**config.mk**
```make
export PLATFORM = sky130hd
export DESIGN_NAME = frv_mmio_bridge
export DESIGN_NICKNAME = d
export VERILOG_FILES = /design/src/rtl/frv_mmio_pkg.sv /design/src/rtl/frv_mmio_decode.sv /design/src/rtl/frv_mmio_bridge.sv
export SDC_FILE = /design/constraint.sdc
export NUM_CORES = 1
export LEC_CHECK = 0
export ABC_AREA = 0
export CORE_AREA = 2 2 122 124
export CTS_BUF_LIST = sky130_fd_sc_hd__clkbuf_8
export CTS_CLUSTER_SIZE = 14
export DETAILED_ROUTE_END_ITERATION = 10
export DIE_AREA = 0 0 124 126
export GPL_TIMING_DRIVEN = 0
export MAX_ROUTING_LAYER = met4
export PLACE_DENSITY = 0.76
export SETUP_SLACK_MARGIN = 0.3
export SLEW_MARGIN = 20
export SYNTH_ARGS = -nofsm -noshare
export SYNTH_HDL_FRONTEND = slang
export SYNTH_HIERARCHICAL = 1
export SYNTH_SLANG_ARGS = --single-unit
```
**constraint.sdc**
```tcl
create_clock -name g_clk -period 2.93 [get_ports g_clk]
set_input_delay 0.4395 -clock g_clk [delete_from_list [all_inputs] [get_ports g_clk]]
set_output_delay 0.4395 -clock g_clk [all_outputs]
set_load 0.02 [all_outputs]
```
**src/rtl/frv_mmio_pkg.sv**
```systemverilog
// Shared definitions for the core-to-MMIO bridge: FSM states, default window
// constants and the timer register offsets used by both decode and software headers.
package frv_mmio_pkg;

  typedef enum logic [1:0] {
    IDLE  = 2'd0,
    ISSUE = 2'd1,
    WAIT  = 2'd2,
    RESP  = 2'd3
  } mmio_state_t;

  localparam logic [31:0] MMIO_DEFAULT_BASE = 32'h0000_1000;
  localparam logic [31:0] MMIO_DEFAULT_MASK = 32'hFFFF_F000;

  localparam logic [31:0] MTIME_LO_OFFSET    = 32'h0000_0000;
  localparam logic [31:0] MTIME_HI_OFFSET    = 32'h0000_0004;
  localparam logic [31:0] MTIMECMP_LO_OFFSET = 32'h0000_0008;
  localparam logic [31:0] MTIMECMP_HI_OFFSET = 32'h0000_000C;

  function automatic logic in_window(input logic [31:0] addr,
                                     input logic [31:0] base,
                                     input logic [31:0] mask);
    return (addr & mask) == (base & mask);
  endfunction

endpackage

```
**src/rtl/frv_mmio_decode.sv**
```systemverilog
// Combinational window decode plus the access checks a word-only MMIO target
// needs: word alignment and full-word strobes on writes.
module frv_mmio_decode
  import frv_mmio_pkg::*;
#(
  parameter logic [31:0] BASE = MMIO_DEFAULT_BASE,
  parameter logic [31:0] MASK = MMIO_DEFAULT_MASK
) (
  input  logic        req,
  input  logic        wen,
  input  logic [3:0]  strb,
  input  logic [31:0] addr,
  output logic        hit,
  output logic        bad
);

  assign hit = req && in_window(addr, BASE, MASK);

  // Reads ignore the strobes; writes must cover the whole word.
  assign bad = (addr[1:0] != 2'b00) || (wen && (strb != 4'b1111));

endmodule

```
**src/rtl/frv_mmio_bridge.sv**
```systemverilog
// Steers data-memory requests either to main memory or to the single-cycle
// timer/counter MMIO port, keeping responses in request order.
module frv_mmio_bridge
  import frv_mmio_pkg::*;
#(
  parameter logic [31:0] MMIO_BASE_ADDR      = MMIO_DEFAULT_BASE,
  parameter logic [31:0] MMIO_BASE_MASK      = MMIO_DEFAULT_MASK,
  parameter int unsigned MEM_MAX_OUTSTANDING = 2
) (
  input  logic        g_clk,
  input  logic        g_reset,

  input  logic        cpu_req,
  output logic        cpu_gnt,
  input  logic        cpu_wen,
  input  logic [3:0]  cpu_strb,
  input  logic [31:0] cpu_addr,
  input  logic [31:0] cpu_wdata,
  output logic        cpu_recv,
  input  logic        cpu_ack,
  output logic        cpu_error,
  output logic [31:0] cpu_rdata,

  output logic        mem_req,
  output logic        mem_wen,
  output logic [3:0]  mem_strb,
  output logic [31:0] mem_addr,
  output logic [31:0] mem_wdata,
  input  logic        mem_gnt,
  input  logic        mem_recv,
  output logic        mem_ack,
  input  logic        mem_error,
  input  logic [31:0] mem_rdata,

  output logic        mmio_en,
  output logic        mmio_wen,
  output logic [31:0] mmio_addr,
  output logic [31:0] mmio_wdata,
  input  logic [31:0] mmio_rdata,
  input  logic        mmio_error
);

  localparam logic [1:0] MAX_CNT = 2'(MEM_MAX_OUTSTANDING);

  mmio_state_t state_reg, state_next;
  logic [1:0]  cnt_reg, cnt_next;
  logic        wen_reg;
  logic [31:0] addr_reg;
  logic [31:0] wdata_reg;
  logic [31:0] rdata_reg;
  logic        err_reg;

  logic hit;
  logic bad;
  logic idle;
  logic mmio_gnt;
  logic mem_fire;
  logic resp_fire;

  frv_mmio_decode #(
    .BASE (MMIO_BASE_ADDR),
    .MASK (MMIO_BASE_MASK)
  ) u_decode (
    .req  (cpu_req),
    .wen  (cpu_wen),
    .strb (cpu_strb),
    .addr (cpu_addr),
    .hit  (hit),
    .bad  (bad)
  );

  assign idle = (state_reg == IDLE);
  // Waiting for cnt==0 keeps the MMIO response behind any memory responses still in flight.
  assign mmio_gnt = hit && idle && (cnt_reg == 2'd0);

  assign mem_wen   = cpu_wen;
  assign mem_strb  = cpu_strb;
  assign mem_addr  = cpu_addr;
  assign mem_wdata = cpu_wdata;

  assign mmio_addr  = addr_reg;
  assign mmio_wdata = wdata_reg;

  assign mem_fire  = mem_req && mem_gnt;
  assign resp_fire = mem_recv && mem_ack;

  always_comb begin
    state_next = state_reg;
    mem_req    = cpu_req && !hit && idle && (cnt_reg < MAX_CNT);
    cpu_gnt    = hit ? mmio_gnt : (mem_req && mem_gnt);
    mmio_en    = 1'b0;
    mmio_wen   = 1'b0;
    cpu_recv   = mem_recv;
    cpu_error  = mem_error;
    cpu_rdata  = mem_rdata;
    mem_ack    = cpu_ack;

    case (state_reg)
      IDLE: begin
        if (mmio_gnt) begin
          state_next = bad ? RESP : ISSUE;
        end
      end
      ISSUE: begin
        mmio_en    = 1'b1;
        mmio_wen   = wen_reg;
        state_next = WAIT;
      end
      WAIT: begin
        state_next = RESP;
      end
      RESP: begin
        cpu_recv  = 1'b1;
        cpu_error = err_reg;
        cpu_rdata = rdata_reg;
        mem_ack   = 1'b0;
        if (cpu_ack) begin
          state_next = IDLE;
        end
      end
      default: begin
        state_next = IDLE;
      end
    endcase
  end

  always_comb begin
    cnt_next = cnt_reg;
    case ({mem_fire, resp_fire})
      2'b10:   cnt_next = cnt_reg + 2'd1;
      2'b01:   cnt_next = cnt_reg - 2'd1;
      default: cnt_next = cnt_reg;
    endcase
  end

  always_ff @(posedge g_clk) begin
    if (g_reset) begin
      state_reg <= IDLE;
      cnt_reg   <= 2'd0;
    end else begin
      state_reg <= state_next;
      cnt_reg   <= cnt_next;
    end
  end

  always_ff @(posedge g_clk) begin
    if (g_reset) begin
      wen_reg   <= 1'b0;
      addr_reg  <= 32'd0;
      wdata_reg <= 32'd0;
      rdata_reg <= 32'd0;
      err_reg   <= 1'b0;
    end else begin
      if (mmio_gnt) begin
        wen_reg   <= cpu_wen;
        addr_reg  <= cpu_addr;
        wdata_reg <= cpu_wdata;
        if (bad) begin
          rdata_reg <= 32'd0;
          err_reg   <= 1'b1;
        end
      end
      // Write responses carry no data, so the captured word is zeroed.
      if (state_reg == WAIT) begin
        rdata_reg <= wen_reg ? 32'd0 : mmio_rdata;
        err_reg   <= mmio_error;
      end
    end
  end

endmodule

```
Yosys cells after proc, flatten, opt, wreduce, memory -nomap -nowiden:

Index checks and enable logic that the tools add are counted.

* bits in registers: 102
* latch bits: 0
* memory bits (writable): 0
* ROM bits: 0
* bits of input ports: 141
* logic and storage cells: 57
* memories: 0

* $add $sub $neg: 2
* multiply operators: 0
* divide/modulo/power cells: 0
* magnitude comparators: 1
* equality and inequality tests: 9
* shift operators: 0
* multiplexer cells: 19
* bitwise operators: 0
* reductions and logical operators: 19

Operators with widths (number)
* $mux 32: 5
* $eq 20x1->1 const B: 1
* $logic_and 1x1->1: 9
* $mux 1: 9
* $pmux 2 s4: 1
* $reduce_bool 2->1: 4
* $eq 2x2->1 const B: 3
* $mux 2: 3
* $eq 2x1->1 const B: 2
* $logic_not 2->1: 2
* $ne 4x4->1 const B: 1
* $pmux 2 s2: 1
* $reduce_and 2->1: 2
* $add 2x1->2 const B: 1
* $lt 2x2->1 const B: 1
* $ne 2x1->1 const B: 1
* $ne 2x2->1 const B: 1
* $sub 2x1->2 const B: 1
* $logic_not 1->1: 1
* $logic_or 1x1->1: 1

Logic depth before layout (Yosys ltp):

* depth in word-level cells: 9
* depth in mapped cells: 9
* mapped depth without buffers: 9

By module:

The synthesis kept the hierarchy.

By module, submodules not included
* frv_mmio_bridge: instances 1, cells each 502, area an instance 4505.6 sq um
* frv_mmio_decode: instances 1, cells each 10, area an instance 76.3 sq um

Worst setup path before layout:

Ideal clock, no wire load.

* path type: in2reg
* start: in cpu_addr[12]
* end: reg cnt_reg[1]
* setup time: 0.070 ns
* arrival time: 2.468 ns
* required time: 2.860 ns
* setup slack: 0.392 ns
* stages on the path: 8
* cell sequence: nor4b_1 -> nand4_1 -> nor4_2 -> nor4bb_1 -> nand2_1 -> ha_1 -> or3_1 -> a21oi_1

* longest elaborated chain between the ends: 9
* elaborated cells between the ends (all ways): 11
* those cells by class: eq/ne (3); mux (1); reduce/logical (7)

Ends and longest elaborated chain
* start, declared: line frv_mmio_bridge.sv:17 `input logic [31:0] cpu_addr,`
* $eq 20x1->1 (*): line frv_mmio_pkg.sv:23 `return (addr & mask) == (base & mask);`
* $logic_and 1x1->1 (*): line frv_mmio_decode.sv:17 `assign hit = req && in_window(addr, BASE, MASK);`
* named net hit: line frv_mmio_bridge.sv:53 `logic hit;`
* $logic_not 1->1 (*): line frv_mmio_bridge.sv:89 `mem_req = cpu_req && !hit && idle && (cnt_reg < MAX_CNT);`
* $logic_and 1x1->1 (*) (3 in series): line frv_mmio_bridge.sv:89
* named net mem_req: line frv_mmio_bridge.sv:24 `output logic mem_req,`
* $logic_and 1x1->1 (*): line frv_mmio_bridge.sv:84 `assign mem_fire = mem_req && mem_gnt;`
* $eq 2x1->1 or $eq 2x2->1 (tied branches): line frv_mmio_bridge.sv:129 `case ({mem_fire, resp_fire})`
* $pmux 2 s2 or $reduce_bool 2->1 (tied branches)
* end signal, assigned: line frv_mmio_bridge.sv:142 `cnt_reg <= cnt_next;`
* end, declared: line frv_mmio_bridge.sv:46 `logic [1:0] cnt_reg, cnt_next;`

Mark *: on every way through the listed nets, which the timed path passes. The rest lies on a longest branch.
A chain may end at the register's enable or synchronous reset.

Worst setup path in the final report:

* start: in cpu_addr[14]
* end: out cpu_gnt

* longest elaborated chain between the ends: 8
* elaborated cells between the ends (all ways): 10
* those cells by class: eq/ne (1); mux (1); reduce/logical (8)

Ends and longest elaborated chain
* $eq 20x1->1 (*): line frv_mmio_pkg.sv:23
* $logic_and 1x1->1 (*): line frv_mmio_decode.sv:17
* named net hit: line frv_mmio_bridge.sv:53
* $logic_not 1->1: line frv_mmio_bridge.sv:89
* $logic_and 1x1->1 (3 in series): line frv_mmio_bridge.sv:89
* $logic_and 1x1->1: line frv_mmio_bridge.sv:90 `cpu_gnt = hit ? mmio_gnt : (mem_req && mem_gnt);`
* $mux 1 (*): line frv_mmio_bridge.sv:90
* end, declared: line frv_mmio_bridge.sv:14 `output logic cpu_gnt,`

Marks and branches as above.

==> results_dict.tcl <==
set metrics [dict create \
    ys_seq_area_frac 0.446 \
    intPower_mw 2.42 \
    grt_pass1_vias 4322 \
    grt-ovfl-total 0 \
    worstPathRequired_ps 2490 \
    yosysMostFrequentCell "nand2_1" \
    routabilityCongestion 0.806 \
    viasPerCell 4.54 \
    synth_area_mm2 0.00458 \
    hp-class "input port to flop" \
    dp_hpwl_um 12400 \
    diodes 0 \
    async_flop_share 0 \
    status "completed" \
    p_switching_mw 0.915 \
    die_x_um 124 \
    io_pins 313 \
    placed_cell_area_mm2 0.00794 \
    portBuffers 312 \
    ys_warn_count 6 \
    fin_crit_sh 0.876 \
    wire_per_inst_um 15.5 \
    path_clk_slew_ps 90 \
    dieArea_mm2 0.0156 \
    area_delta_synth_final_pct 77.7 \
    holdWs_ps 334 \
    period_needed_ps 2570 \
    routed_wirelength_um 16000 \
    fmax_mhz 390 \
    worstHoldStart "cpu_addr[12]" \
    netlist_top_cells_count "132 x nand2_1, 102 x dfxtp_1, 70 x buf_4, 66 x a21oi_1, 34 x mux2_2" \
    finalPower_mw 3.34 \
    netlist.area_leader.share 0.446 \
    finalHoldViolCount 0 \
    hold_depth 3 \
    final_cell_count_no_fill 1029 \
    reg2reg_from "state_reg[1]" \
    rows 44 \
    cp_data_arrival_time_ps 2130 \
    leakage_nw 3.17 \
    drive_above_1_share 0.199 \
    cts.sinks 102 \
    synth_ff_type "dfxtp_1" \
    switching_share 0.274 \
    start_util 0.320 \
    p_comb_frac 0.260 \
    ant_nets 0 \
    cts_buffers 9 \
    cts_root_buffer "clkbuf_8" \
    syn_avg_cell_area_um2 8.95 \
    tightest_slew_ps 547 \
    grt_first_pass_wirelength_um 23400 \
    cts_tree "yes" \
    nets 987 \
    htree_levels 3 \
    firstDrtPassIters 4 \
    grt_max_degree 16 \
    dp_cells 1008 \
    seq_power_share 0.467 \
    ys_ff_latch 102 \
    finClkSkew_ps 12.4 \
    reg2reg_to "cnt_reg[1]" \
    grt_setup_unrepaired "false" \
    clock_latency_ps 370 \
    route.vias.total 4669 \
    vdd_drop_max_uv 217 \
    whs_endpoint "mmio_addr[12]" \
    drt_iter0_drc 146 \
    maxSlewHeadroom 0.635 \
    pwr-share-clk 0.273 \
    reg2reg_depth 7 \
    setup_viol 0 \
    drv_slew 0 \
    clk_path_buf_depth 2 \
    power_density_mw_per_mm2 410 \
    track_usage 0.199 \
    synth.distinct_cells 37 \
    path_max_fanout 10 \
    antenna_found_initial 0 \
    fin_area_mm2 0.00814 \
    die_h_um 126 \
    holdBufCountCts 0 \
    ff2ff_setup_slack_ps 820 \
    synth_area_leader_cell "dfxtp_1" \
    startpoint_type "input port" \
    syn_inst 512 \
    max-cap-violations 0 \
    path_class "input port to output port" \
    end_kind "output port" \
    synth_nets 659 \
    synthTopCellsByArea "dfxtp_1 45%, buf_4 11%, nand2_1 11%" \
    core_mm2 0.0143 \
    synth_enable_flop_cells 0 \
    drc 0 \
]
-- placed cells by master, fill, tap and decap left out, types with 2 or more instances in the layout --
cell type and instances:
nand2_1 131, dfxtp_1 102, clkbuf_2 12, nand4_1 2, nand2b_1 2, a22o_1 32, a21oi_1 66, clkdlybuf4s50_1 263
dlygate4sd2_1 30, mux2i_1 2, nor2b_1 2, o21ai_0 2, dlymetal6s2s_1 2, inv_1 5, clkbuf_8 11, nor2_1 4
clkbuf_1 11, clkinv_2 3, buf_6 6, buf_2 12, buf_4 79, and2_1 2, ha_1 6, mux2_2 34
-- kinds of logic (layout without fill, tap and decap cells) --
group | count (synthesis) | in the layout | share of synthesized area
flops | 102 | 102 | 0.446
mux | 36 | 36 | 0.0879
buf+inv | 105 | 438 | 0.152
simple gates | 156 | 156 | 0.147
xor+xnor | 2 | 2 | 0.00382
compound gates | 105 | 105 | 0.147
fa+ha+maj | 6 | 6 | 0.0164
-- area by class of cell --
class / instances / area, um^2
Buffer: 101 / 707
Clock buffer: 11 / 151
Clock inverter: 5 / 48.8
Fill cell: 1349 / 6170
Inverter: 4 / 15.0
Multi-Input combinational cell: 305 / 1890
Sequential cell: 102 / 2040
Tap cell: 184 / 230
Timing Repair Buffer: 317 / 3060
-- power groups by stage --
stage	Clock [mW]	Combinational [mW]	Sequential [mW]
floorplan	0	0.442	1.56
CTS	0.942	0.867	1.55
global placement	0	0.880	1.58
detailed placement	0	0.887	1.58
finish	0.911	0.866	1.56
global route	1.00	0.921	1.57
-- how the worst max path moves through the flow --
stage	to	slack, ps	from
after floorplan	cnt_reg[1]	390	cpu_addr[12]
after global placement	cpu_gnt	-1090	cpu_addr[13]
after detailed placement	cpu_gnt	-1090	cpu_addr[13]
after CTS	cpu_gnt	210	cpu_addr[29]
after global routing	cpu_gnt	300	cpu_addr[16]
final	cpu_gnt	360	cpu_addr[14]
-- through the flow --
| stage | worst slack (ps) | util | TNS [ps] |
|---|---|---|---|
| 2_1_floorplan | 392 | - | 0 |
| 6_report | 363 | 0.569 | 0 |
| 3_5_place_dp | -1090 | 0.554 | -26080 |
| 4_1_cts | 214 | 0.571 | 0 |
| 3_3_place_gp | -1090 | 0.554 | -23200 |
| 5_1_grt | 295 | 0.569 | 0 |
-- critical path: stages --
cell and delay, ps:
dlygate4sd2_1 270, nor4_1 180, nand4_1 190, nor4_4 360, nand4bb_1 200, buf_6 170, buf_6 130, nand2_2 70
buf_6 110
-- per-layer routing --
layer,vias to the layer above,wire [um],global-route usage
li1,2311,-,-
met1,2144,6390,0.237
met2,203,7770,0.330
met3,11,1660,0.0571
met4,0,133,0.0509
met5,-,0,-
-- what timing repair did --
action,CTS,global route
endpoints found under the setup margin,130,3
setup buffers,4,1
endpoints found under the hold margin,0,0
gates resized for setup,73,30
pin swaps,7,6
Note: power is estimated with default switching activity, not from simulation.
